`config.mk`:
```
export PLATFORM = sky130hd
export DESIGN_NAME = matrix_col_scanner
export DESIGN_NICKNAME = d
export VERILOG_FILES = /design/src/rtl/matrix_scan_pkg.sv /design/src/rtl/matrix_col_scanner_dec.sv /design/src/rtl/matrix_col_scanner.sv
export SDC_FILE = /design/constraint.sdc
export NUM_CORES = 1
export LEC_CHECK = 0
export BUFFER_PORTS_ARGS = -buffer_cell sky130_fd_sc_hd__buf_2
export CAP_MARGIN = 20
export CORE_UTILIZATION = 25
export CTS_BUF_LIST = sky130_fd_sc_hd__clkbuf_8 sky130_fd_sc_hd__clkbuf_16
export DETAILED_ROUTE_END_ITERATION = 10
export PLACE_DENSITY_LB_ADDON = 0.12
export SLEW_MARGIN = 15
export SYNTH_ARGS = -nofsm -noshare
export SYNTH_HDL_FRONTEND = slang
export SYNTH_SLANG_ARGS = --single-unit
export TNS_END_PERCENT = 20
```
`constraint.sdc`:
```
create_clock -name clk -period 2.4 [get_ports clk]
set_clock_uncertainty 0.2 [all_clocks]
set_input_delay 0.24 -clock clk [delete_from_list [all_inputs] [get_ports clk]]
set_output_delay 0.24 -clock clk [all_outputs]
set_load 0.01 [all_outputs]
```
`src/rtl/matrix_scan_pkg.sv`:
```
// Shared types and helpers for the dot-matrix column scanner.
package matrix_scan_pkg;

    localparam int COL_W = 3;

    typedef enum logic [1:0] {
        IDLE,
        DRIVE,
        BLANK
    } state_t;

    // Active-low one-hot of col; bits at or above num_cols stay dark.
    function automatic logic [7:0] onehot_n(
        input logic [COL_W-1:0] col,
        input int               num_cols
    );
        logic [7:0] r;
        r = '1;
        for (int i = 0; i < 8; i++) begin
            if (i < num_cols && int'(col) == i) r[i] = 1'b0;
        end
        return r;
    endfunction

endpackage

```
`src/rtl/matrix_col_scanner_dec.sv`:
```
// Registered column index to active-low one-hot column drive.
module col_onehot_dec
    import matrix_scan_pkg::*;
#(
    parameter int NUM_COLS = 5
) (
    input  logic                clk,
    input  logic                rst_n,
    input  logic [COL_W-1:0]    col,
    input  logic                lit,
    output logic [NUM_COLS-1:0] col_en_n
);

    always_ff @(posedge clk or negedge rst_n) begin
        if (!rst_n) begin
            col_en_n <= '1;
        end else if (lit) begin
            col_en_n <= NUM_COLS'(onehot_n(col, NUM_COLS));
        end else begin
            col_en_n <= '1;
        end
    end

endmodule

```
`src/rtl/matrix_col_scanner.sv`:
```
// Column-scan sequencer: drive, blank, advance, frame pulse on wrap.
module matrix_col_scanner
    import matrix_scan_pkg::*;
#(
    parameter int DIV       = 4,
    parameter int BLANK_CYC = 2,
    parameter int NUM_COLS  = 5
) (
    input  logic                clk,
    input  logic                rst_n,
    input  logic                en,
    input  logic                freeze,
    output logic [COL_W-1:0]    col_code,
    output logic [NUM_COLS-1:0] col_en_n,
    output logic                blank,
    output logic                frame_tick
);

    localparam int CNT_W = $clog2(DIV + 1);
    localparam logic [CNT_W-1:0] DIV_LAST = CNT_W'(DIV - 1);
    localparam logic [CNT_W-1:0] BLK_LAST =
        CNT_W'(BLANK_CYC > 0 ? BLANK_CYC - 1 : 0);
    localparam logic [COL_W-1:0] COL_LAST = COL_W'(NUM_COLS - 1);

    state_t           state, nxt_state;
    logic [CNT_W-1:0] cnt, nxt_cnt;
    logic [COL_W-1:0] nxt_col, adv_col;
    logic             nxt_tick, wrap, nxt_lit;

    assign wrap    = (col_code == COL_LAST);
    assign adv_col = wrap ? '0 : col_code + COL_W'(1);
    assign nxt_lit = (nxt_state == DRIVE);

    always_comb begin
        nxt_state = state;
        nxt_cnt   = cnt;
        nxt_col   = col_code;
        nxt_tick  = 1'b0;
        if (!en) begin
            nxt_state = IDLE;
            nxt_cnt   = '0;
            nxt_col   = '0;
        end else if (!freeze) begin
            unique case (state)
                IDLE: begin
                    nxt_state = DRIVE;
                    nxt_cnt   = '0;
                    nxt_col   = '0;
                end
                DRIVE: begin
                    if (cnt == DIV_LAST) begin
                        nxt_cnt = '0;
                        if (BLANK_CYC > 0) begin
                            nxt_state = BLANK;
                        end else begin
                            nxt_col  = adv_col;
                            nxt_tick = wrap;
                        end
                    end else begin
                        nxt_cnt = cnt + CNT_W'(1);
                    end
                end
                BLANK: begin
                    if (cnt == BLK_LAST) begin
                        nxt_state = DRIVE;
                        nxt_cnt   = '0;
                        nxt_col   = adv_col;
                        nxt_tick  = wrap;
                    end else begin
                        nxt_cnt = cnt + CNT_W'(1);
                    end
                end
                default: begin
                    nxt_state = IDLE;
                    nxt_cnt   = '0;
                    nxt_col   = '0;
                end
            endcase
        end
    end

    // Every output is registered from the same next-state values.
    always_ff @(posedge clk or negedge rst_n) begin
        if (!rst_n) begin
            state      <= IDLE;
            cnt        <= '0;
            col_code   <= '0;
            blank      <= 1'b1;
            frame_tick <= 1'b0;
        end else begin
            state      <= nxt_state;
            cnt        <= nxt_cnt;
            col_code   <= nxt_col;
            blank      <= !nxt_lit;
            frame_tick <= nxt_tick;
        end
    end

    col_onehot_dec #(
        .NUM_COLS(NUM_COLS)
    ) u_dec (
        .clk     (clk),
        .rst_n   (rst_n),
        .col     (nxt_col),
        .lit     (nxt_lit),
        .col_en_n(col_en_n)
    );

endmodule

```
==> results of run 1 <==
flip-flops by register name, indices dropped and copies added, names as in the netlist:
name	flops
cnt	3
blank	1
state	2
u_dec.col_en_n	5
col_code	3
frame_tick	1
report_power, final:
| group | leakage (nW) | switching (mW) | internal (mW) |
|---|---|---|---|
| logic | 0.286 | 0.0330 | 0.0196 |
| registers | 0.188 | 0.00368 | 0.261 |
| clock network | 0.0255 | 0.0927 | 0.115 |
kinds of logic (layout without fill, tap and decap cells):
| group | Yosys count | count (layout) |
|---|---|---|
| DFF | 15 | 15 |
| adders and majority gates | 10 | 10 |
| and+or+nand+nor | 31 | 31 |
| buffers and inverters | 17 | 32 |
| AOI/OAI and AO/OA | 17 | 17 |
worst max-delay path by stage:
stage / startpoint / end / cells after the start
after floorplan: cnt[0] / u_dec.col_en_n[4] / 6
after global placement: cnt[0] / u_dec.col_en_n[2] / 6
after detailed placement: cnt[0] / u_dec.col_en_n[2] / 6
after CTS: cnt[0] / u_dec.col_en_n[2] / 6
after global routing: cnt[0] / u_dec.col_en_n[2] / 6
final: cnt[0] / u_dec.col_en_n[2] / 6
per-layer routing:
metal	vias to the layer above	GRT usage [%]	share of wire [%]
met5	-	0	0
li1	342	-	-
met3	2	3.86	3.0
met1	319	14.7	53
met4	0	2.62	0.67
met2	7	15.8	44
layout make-up:
class	instances	share of cell area (%)
sequential	15	36.1
inverter	14	4.95
multi-input combinational	58	42.1
clock buffer	3	3.89
timing repair buffer	14	7.08
tap	46	5.42
clock inverter	1	0.472
stage by stage:
step                hold WS (ns)  worst slack [ns]  utilization, %  cell area [sq um]
floorplan                 -0.256             0.503               -                906
global placement         -0.0297             0.321            29.4               1000
detailed placement       -0.0309             0.299            29.4               1000
CTS                        0.154             0.290            31.1               1060
global route               0.166             0.181            31.1               1060
finish                     0.156             0.346            31.1               1060
cell usage after synthesis, types with 2 or more instances:
master	count	share of area, %
sky130_fd_sc_hd__nor2_1	4	1.7
sky130_fd_sc_hd__ha_1	10	14
sky130_fd_sc_hd__dfstp_2	6	17
sky130_fd_sc_hd__nand2_1	4	1.7
sky130_fd_sc_hd__nand4_1	4	2.8
sky130_fd_sc_hd__or2_2	2	1.4
sky130_fd_sc_hd__nor3_1	2	1.1
sky130_fd_sc_hd__o21ai_0	3	1.7
sky130_fd_sc_hd__nand3_1	4	2.2
sky130_fd_sc_hd__dfrtp_1	9	25
sky130_fd_sc_hd__inv_1	13	5.4
sky130_fd_sc_hd__a21oi_1	5	2.8
sky130_fd_sc_hd__nor2b_1	2	1.4
sky130_fd_sc_hd__nand3b_1	3	2.5
sky130_fd_sc_hd__nand2b_1	2	1.4
worst max-delay path: stages, from the launching register on:
cell                        delay, ns
sky130_fd_sc_hd__dfrtp_1         0.41
sky130_fd_sc_hd__ha_1            0.23
sky130_fd_sc_hd__ha_1            0.21
sky130_fd_sc_hd__nand3b_1        0.16
sky130_fd_sc_hd__a221o_1         0.36
sky130_fd_sc_hd__a2bb2oi_2       0.26
sky130_fd_sc_hd__nand4_1         0.13
==> qor.yml, run 1 <==
sta:
  rsz0062_at_grt: "false"
  slew_headroom_pct: 72.4
  timing.final.setup_violations: 0
  min_period_over_period_pct: 85.6
  timing.final.hold_violations: 0
  worst_slew_pin_slew_ns: 0.414
  max_freq_mhz: 487
  timing.final.max_slew_violations: 0
  period_minus_slack_ns: 2.05
  tns_ns: 0
worst_hold_path:
  timing.hold.worst.start: "en"
  whs_path_depth: 3
  hp-class: "input pin to flop"
  hold_path_end: "frame_tick"
clock_tree:
  cts_max_path_buffers: 2
  clkLatencyLatePin_ns: 0.25
  cts_clock_pin_slew_for_the_worst_setup_and_hold_paths_ns: 0.07
  clkSinkCount: 15
  cts-buffers-inserted: 3
  htree_num_levels: 1
  tritoncts: "done"
  cts-resized-gates: 0
  hold_buffer_count_at_cts: 1
  cts-root-buf: "sky130_fd_sc_hd__clkbuf_8"
  post-cts-setup-buffers: 0
final_layout:
  combined_flip_flop_and_latch_cell_area_sq_um: 383
  multiInputGateArea_sq_um: 447
  fin_nets: 120
  nFillCells: 387
  flow.area_growth_from_synthesis_pct: 17.1
  finish.cell_count_without_fillers: 151
  post_route_cells_drive_above_1_share_pct: 28.6
  antenna_cells: 0
  mostFrequentLayoutCells: "13 x sky130_fd_sc_hd__inv_1, 13 x sky130_fd_sc_hd__buf_2, 10 x sky130_fd_sc_hd__ha_1"
placed_design:
  placed_cells_incl_taps: 146
  port_buffers: 13
  place_congestion: 0.761
  hpwl_mm: 1.37
grt:
  first_global_vias: 658
  antenna_found_initial: 0
  grt_overflow_total: 0
  grt_pass1_wl_mm: 3.18
  grt_start_max_net_pins: 16
  groute.usage.overall_pct: 10.7
detailed_routing:
  drt-vias-per-instance: 4.44
  route.vias.total: 670
  drc: 0
  detail_route.iter0.violations: 10
  postRouteAntennaNets: 0
  drt-pass1-iter-count: 4
  drt-wirelength-per-cell_um: 11.8
  routed_wirelength_mm: 1.78
setup_path:
  worst_r2r_startpoint: "cnt[0]"
  worst_path_arrival_time_ns: 2.01
  timing.critical_path.required_ns: 2.35
  endpoint_kind: "flop"
  criticalPathCategory: "flop to flop"
  worstReg2RegEnd: "u_dec.col_en_n[2]"
  rrSetupSlack_ns: 0.35
  timing.critical_path.fanout_max: 6
  reg2reg_depth: 6
  worstSetupStartpointType: "flop"
outcome:
  outcome: "finished, final reports clean"
synth:
  syn-cell-area_sq_um: 906
  fraction_of_the_yosys_area_taken_by_sequential_cells_pct: 42.3
  postSynthRegisterBits: 15
  yosys.area_share.adder_pct: 13.8
  synth_nets: 104
  synth_cell_types: 32
  post_syn_area_per_cell_sq_um: 10.1
  number_of_synthesized_flops_with_an_enable_pin: 0
  synthXorXnorAreaFrac_pct: 0
  yosys.area_share.simple_pct: 21.5
  async_set_reset_flop_share_out_of_synthesis_pct: 100
  yosysWarningCount: 0
  postSynth.topFlopCell: "sky130_fd_sc_hd__dfrtp_1"
  yosys-mux-area-fraction_pct: 0
  synth_cells: 90
  synth-compound-area-share_pct: 14.0
  synth_top_family_by_area: "simple AND/OR/NAND/NOR gates"
power_and_ir_drop:
  power_mw: 0.525
  leakagePower_nw: 0.500
  ir_worst_vdd_uv: 225
  p_per_area_nw_per_um2: 495
die:
  core_sq_um: 3420
  fp.dieH_um: 62.2
  std_cell_rows: 21
  chipWidth_um: 62.2
  floorplan.die_area_sq_um: 3870
  floorplan.initialDensity_pct: 26.5
  ios: 14
job:
  cap_violations: 0
Note: power is estimated with default switching activity, not from simulation.
==> run 2: changes to the inputs <==
--- a/config.mk
+++ b/config.mk
@@ -7,8 +7,10 @@
 export LEC_CHECK = 0
 export BUFFER_PORTS_ARGS = -buffer_cell sky130_fd_sc_hd__buf_2
 export CAP_MARGIN = 20
+export CORE_ASPECT_RATIO = 0.7
 export CORE_UTILIZATION = 25
 export CTS_BUF_LIST = sky130_fd_sc_hd__clkbuf_8 sky130_fd_sc_hd__clkbuf_16
+export CTS_CLUSTER_SIZE = 8
 export DETAILED_ROUTE_END_ITERATION = 10
 export PLACE_DENSITY_LB_ADDON = 0.12
 export SLEW_MARGIN = 15
==> qor.yml, run 2 (synthesized netlist as in run 1, its figures left out) <==
detailed_routing:
  drt-wirelength-per-cell_um: 12.4
  drc: 0
  routed_wirelength_mm: 1.88
  detail_route.iter0.violations: 23
  postRouteAntennaNets: 0
  route.vias.total: 684
  drt-vias-per-instance: 4.50
  drt-pass1-iter-count: 4
outcome:
  outcome: "finished, final reports clean"
power_and_ir_drop:
  ir_worst_vdd_uv: 156
  p_per_area_nw_per_um2: 491
  leakagePower_nw: 0.501
setup_path:
  timing.critical_path.required_ns: 2.35
  cell_chain_critical_path: "ha_1 -> ha_1 -> nand3b_1 -> a221o_1 -> a2bb2oi_2 -> nand4_1"
  cp_slowest_stage_delay_ns: 0.40
  timing.critical_path.fanout_max: 6
  timing.critical_path.from: "cnt[0]"
  largest_delay_contributor_family_on_the_critical_path: "compound AO/OA/AOI/OAI gates"
  crit_buf_inv: 0
  endpoint_kind: "flop"
  worst_path_arrival_time_ns: 2.06
  worst_r2r_startpoint: "cnt[0]"
  critPathMostFrequentCell: "sky130_fd_sc_hd__ha_1"
  standard_cell_with_the_maximum_stage_delay_on_the_critical_path: "sky130_fd_sc_hd__dfrtp_1"
  criticalPathCategory: "flop to flop"
  worstSetupStartpointType: "flop"
final_layout:
  final_common_cell: "sky130_fd_sc_hd__inv_1"
  post_route_cells_drive_above_1_share_pct: 27.6
  mostFrequentLayoutCells: "14 x sky130_fd_sc_hd__inv_1, 13 x sky130_fd_sc_hd__buf_2, 10 x sky130_fd_sc_hd__ha_1"
  flow.area_growth_from_synthesis_pct: 17.1
  registers_with_the_highest_flip_flop_counts: "u_dec.col_en_n: 5 flops, cnt: 3 flops, col_code: 3 flops"
  design_area_sq_um: 1060
  fin_nets: 120
  registers.top_by_ff_count: "u_dec.col_en_n"
  antenna_cells: 0
  largest_reg_flops: 5
sta:
  timing.final.setup_violations: 0
  slew_headroom_pct: 67.6
  rsz0062_at_grt: "false"
  max_freq_mhz: 476
  worst_slew_pin_slew_ns: 0.486
  timing.final.hold_violations: 0
  period_minus_slack_ns: 2.10
  timing.final.max_slew_violations: 0
  tns_ns: 0
  min_period_over_period_pct: 87.6
grt:
  antenna_found_initial: 0
  grt_pass1_wl_mm: 3.14
  grt_start_max_net_pins: 16
  groute.usage.overall_pct: 11.5
  first_global_vias: 584
  grt_overflow_total: 0
clock_tree:
  tritoncts: "done"
  cts_clock_pin_slew_for_the_worst_setup_and_hold_paths_ns: 0.06
  htree_num_levels: 1
  cts-buffers-inserted: 3
  clkLatencyLatePin_ns: 0.25
  clkSinkCount: 15
  cts-root-buf: "sky130_fd_sc_hd__clkbuf_8"
  cts_max_path_buffers: 2
  cts-resized-gates: 0
die:
  chipWidth_um: 73.9
  floorplan.initialDensity_pct: 27.5
  fp.dieH_um: 52.4
  core_sq_um: 3300
  std_cell_rows: 17
  ios: 14
  floorplan.die_area_sq_um: 3870
job:
  cap_violations: 0
placed_design:
  hpwl_mm: 1.43
  dpl_cell_area_sq_um: 1010
  port_buffers: 13
  place_congestion: 0.732
worst_hold_path:
  hp-class: "input pin to flop"
  timing.hold.worst.start: "en"
run 2: worst paths after layout:
kind,to,slack [ns],depth (start not counted)
setup / recovery,u_dec.col_en_n[3],0.30,6
hold / removal,frame_tick,0.16,3
setup reg to reg,u_dec.col_en_n[3],0.30,6
hold reg to reg,cnt[0],0.33,1
max in group asynchronous,u_dec.col_en_n[2],1.48,2
min in group asynchronous,state[1],0.23,2
run 2: tightest hold or removal path, cell delays in order:
cell	delay [ns]
sky130_fd_sc_hd__buf_2	0.18
sky130_fd_sc_hd__nand3b_1	0.11
sky130_fd_sc_hd__nor3_1	0.05
run 2: where the power goes:
| group | internal [mW] | switching (mW) | leakage, nW |
|---|---|---|---|
| combinational | 0.0197 | 0.0345 | 0.286 |
| sequential | 0.261 | 0.00353 | 0.188 |
| clock | 0.113 | 0.0882 | 0.0269 |
| total | 0.394 | 0.126 | 0.501 |
run 2: what timing repair did:
item / in CTS / in global routing
hold buffers: 1 / 0
buffers inserted: 0 / 0
hold endpoints to repair: 15 / 0
run 2: final cells by class:
| class | instances | area (sq um) |
|---|---|---|
| clock inverter | 1 | 3.75 |
| inverter | 14 | 52.6 |
| clock buffer | 3 | 41.3 |
| fill | 343 | 2240 |
| multi-input combinational | 58 | 447 |
| tap | 47 | 58.8 |
| sequential | 15 | 383 |
| timing repair buffer | 14 | 75.1 |
run 2: metrics by stage:
step | cells | hold WS [ns] | util [%] | setup WS [ns] | power, mW
3_3_place_gp | 147 | -0.0372 | 30.5 | 0.275 | 0.323
3_5_place_dp | 147 | -0.0379 | 30.5 | 0.279 | 0.323
2_1_floorplan | 90 | -0.256 | - | 0.503 | 0.305
6_report | 152 | 0.161 | 32.2 | 0.298 | 0.520
5_1_grt | 152 | 0.203 | 32.2 | 0.122 | 0.550
4_1_cts | 152 | 0.155 | 32.2 | 0.278 | 0.530
run 2: layer usage:
layer | wire, um | global-route usage (%)
met1 | 1060 | 17.8
met4 | 13 | 2.88
met2 | 725 | 13.9
met3 | 84 | 4.62
met5 | 0 | 0
==> run 3: changes to the inputs <==
--- a/config.mk
+++ b/config.mk
@@ -12,7 +12,7 @@
 export CTS_BUF_LIST = sky130_fd_sc_hd__clkbuf_8 sky130_fd_sc_hd__clkbuf_16
 export CTS_CLUSTER_SIZE = 8
 export DETAILED_ROUTE_END_ITERATION = 10
-export PLACE_DENSITY_LB_ADDON = 0.12
+export PLACE_DENSITY = 0.52
 export SLEW_MARGIN = 15
 export SYNTH_ARGS = -nofsm -noshare
 export SYNTH_HDL_FRONTEND = slang
==> qor.yml, run 3 (synthesized netlist as in run 1, its figures left out) <==
clock_tree:
  cts_clock_pin_slew_for_the_worst_setup_and_hold_paths_ns: 0.06
  cts_max_path_buffers: 2
  clkSinkCount: 15
  clkLatencyLatePin_ns: 0.25
  htree_num_levels: 1
  cts-buffers-inserted: 3
  cts-resized-gates: 0
  cts-root-buf: "sky130_fd_sc_hd__clkbuf_8"
  tritoncts: "done"
placed_design:
  placed_cells_incl_taps: 147
  dpl_cell_area_sq_um: 1010
  place_congestion: 0.778
  detailedPlace.worstSlack_ns: 0.301
  port_buffers: 13
  hpwl_mm: 1.39
detailed_routing:
  route.vias.total: 699
  drt-wirelength-per-cell_um: 12.1
  drt-vias-per-instance: 4.60
  detail_route.iter0.violations: 22
  routed_wirelength_mm: 1.84
  drc: 0
  drt-pass1-iter-count: 4
  postRouteAntennaNets: 0
final_layout:
  mostFrequentLayoutCells: "13 x sky130_fd_sc_hd__inv_1, 13 x sky130_fd_sc_hd__buf_2, 10 x sky130_fd_sc_hd__ha_1"
  finish.cell_count_without_fillers: 152
  largest_reg_flops: 5
  fin_nets: 120
  registers.top_by_ff_count: "u_dec.col_en_n"
  nFillCells: 342
  antenna_cells: 0
  design_area_sq_um: 1060
  post_route_cells_drive_above_1_share_pct: 28.6
  flow.area_growth_from_synthesis_pct: 17.3
  registers_with_the_highest_flip_flop_counts: "u_dec.col_en_n: 5 flops, cnt: 3 flops, col_code: 3 flops"
sta:
  slew_headroom_pct: 74.9
  finalWorstSetupSlack_ns: 0.304
  worst_slew_pin_slew_ns: 0.377
  min_period_over_period_pct: 87.3
  period_minus_slack_ns: 2.10
  rsz0062_at_grt: "false"
  timing.final.hold_violations: 0
  max_freq_mhz: 477
  timing.final.max_slew_violations: 0
  fin_worst_hold_slack_ns: 0.153
  timing.final.setup_violations: 0
  tns_ns: 0
setup_path:
  criticalPathCategory: "flop to flop"
  timing.critical_path.fanout_max: 6
  worstReg2RegEnd: "u_dec.col_en_n[4]"
  critical_path_depth: 6
  worst_r2r_startpoint: "cnt[0]"
  worst_setup_path_endpoint: "u_dec.col_en_n[4]"
  timing.critical_path.required_ns: 2.36
  largest_delay_contributor_family_on_the_critical_path: "compound AO/OA/AOI/OAI gates"
  rrSetupSlack_ns: 0.30
  reg2reg_depth: 6
  standard_cell_with_the_maximum_stage_delay_on_the_critical_path: "sky130_fd_sc_hd__dfrtp_1"
  timing.critical_path.from: "cnt[0]"
  cell_chain_critical_path: "ha_1 -> ha_1 -> nand3b_1 -> a221o_1 -> a2bb2oi_2 -> nand4b_1"
  worst_path_arrival_time_ns: 2.05
  worstSetupStartpointType: "flop"
  critPathMostFrequentCell: "sky130_fd_sc_hd__ha_1"
  endpoint_kind: "flop"
  crit_buf_inv: 0
  cp_slowest_stage_delay_ns: 0.41
power_and_ir_drop:
  ir_worst_vdd_uv: 176
  leakagePower_nw: 0.500
  p_per_area_nw_per_um2: 495
die:
  floorplan.die_area_sq_um: 3870
  chipWidth_um: 73.9
  floorplan.initialDensity_pct: 27.5
  fp.dieH_um: 52.4
  std_cell_rows: 17
  core_sq_um: 3300
  ios: 14
grt:
  grt_overflow_total: 0
  first_global_vias: 701
  grt_start_max_net_pins: 16
  antenna_found_initial: 0
  grt_pass1_wl_mm: 3.24
  groute.usage.overall_pct: 11.4
outcome:
  outcome: "finished, final reports clean"
job:
  cap_violations: 0
worst_hold_path:
  hp-class: "input pin to flop"
run 3: per-layer routing:
metal	GRT usage (%)	part of all wire, %	vias up	wire length, um
met2	16.5	40	13	736
met1	15.8	55	343	1010
met4	2.88	0.38	0	7
met3	4.04	4.6	2	85
met5	0	0	-	0
li1	-	-	341	-
run 3: worst min-delay path by stage:
| stage | to | depth (start not counted) | from | slack (ns) |
|---|---|---|---|---|
| 2_1_floorplan | cnt[0] | 0 | rst_n | -0.26 |
| 3_3_place_gp | state[1] | 1 | rst_n | -0.03 |
| 3_5_place_dp | state[1] | 1 | rst_n | -0.03 |
| 4_1_cts | cnt[2] | 3 | freeze | 0.15 |
| 5_1_grt | frame_tick | 3 | en | 0.19 |
| 6_report | cnt[2] | 3 | freeze | 0.15 |
run 3: tightest hold or removal path, delay by kind of cell:
| kind | cells | cell delay (ns) |
|---|---|---|
| compound gates | 1 | 0.07 |
| buf+inv | 1 | 0.17 |
| simple gates | 1 | 0.08 |
run 3: metrics by stage:
step	util [%]	total power, mW
after floorplan	-	0.305
after global placement	30.5	0.321
after detailed placement	30.5	0.322
after CTS	32.2	0.532
after global routing	32.2	0.552
final	32.2	0.526
run 3: cell type report:
| type | instances | area, sq um | area share (%) |
|---|---|---|---|
| clock buffers | 3 | 41.3 | 3.89 |
| clock inverters | 1 | 5.00 | 0.471 |
| inverters | 14 | 52.6 | 4.95 |
| multi-input cells | 58 | 447 | 42.0 |
| flip-flops and latches | 15 | 383 | 36.0 |
| well taps | 47 | 58.8 | 5.54 |
| repair buffers | 14 | 75.1 | 7.07 |
run 3: power by group:
part | switching (mW) | total [mW] | leakage [nW] | internal [mW]
registers | 0.00382 | 0.265 | 0.188 | 0.261
logic | 0.0334 | 0.0531 | 0.286 | 0.0197
clock network | 0.0926 | 0.208 | 0.0255 | 0.115
run 3: what timing repair did:
| item | CTS | global route |
|---|---|---|
| buffers inserted | 0 | 0 |
| hold buffers | 1 | 0 |
| endpoints found under the hold margin | 15 | 0 |
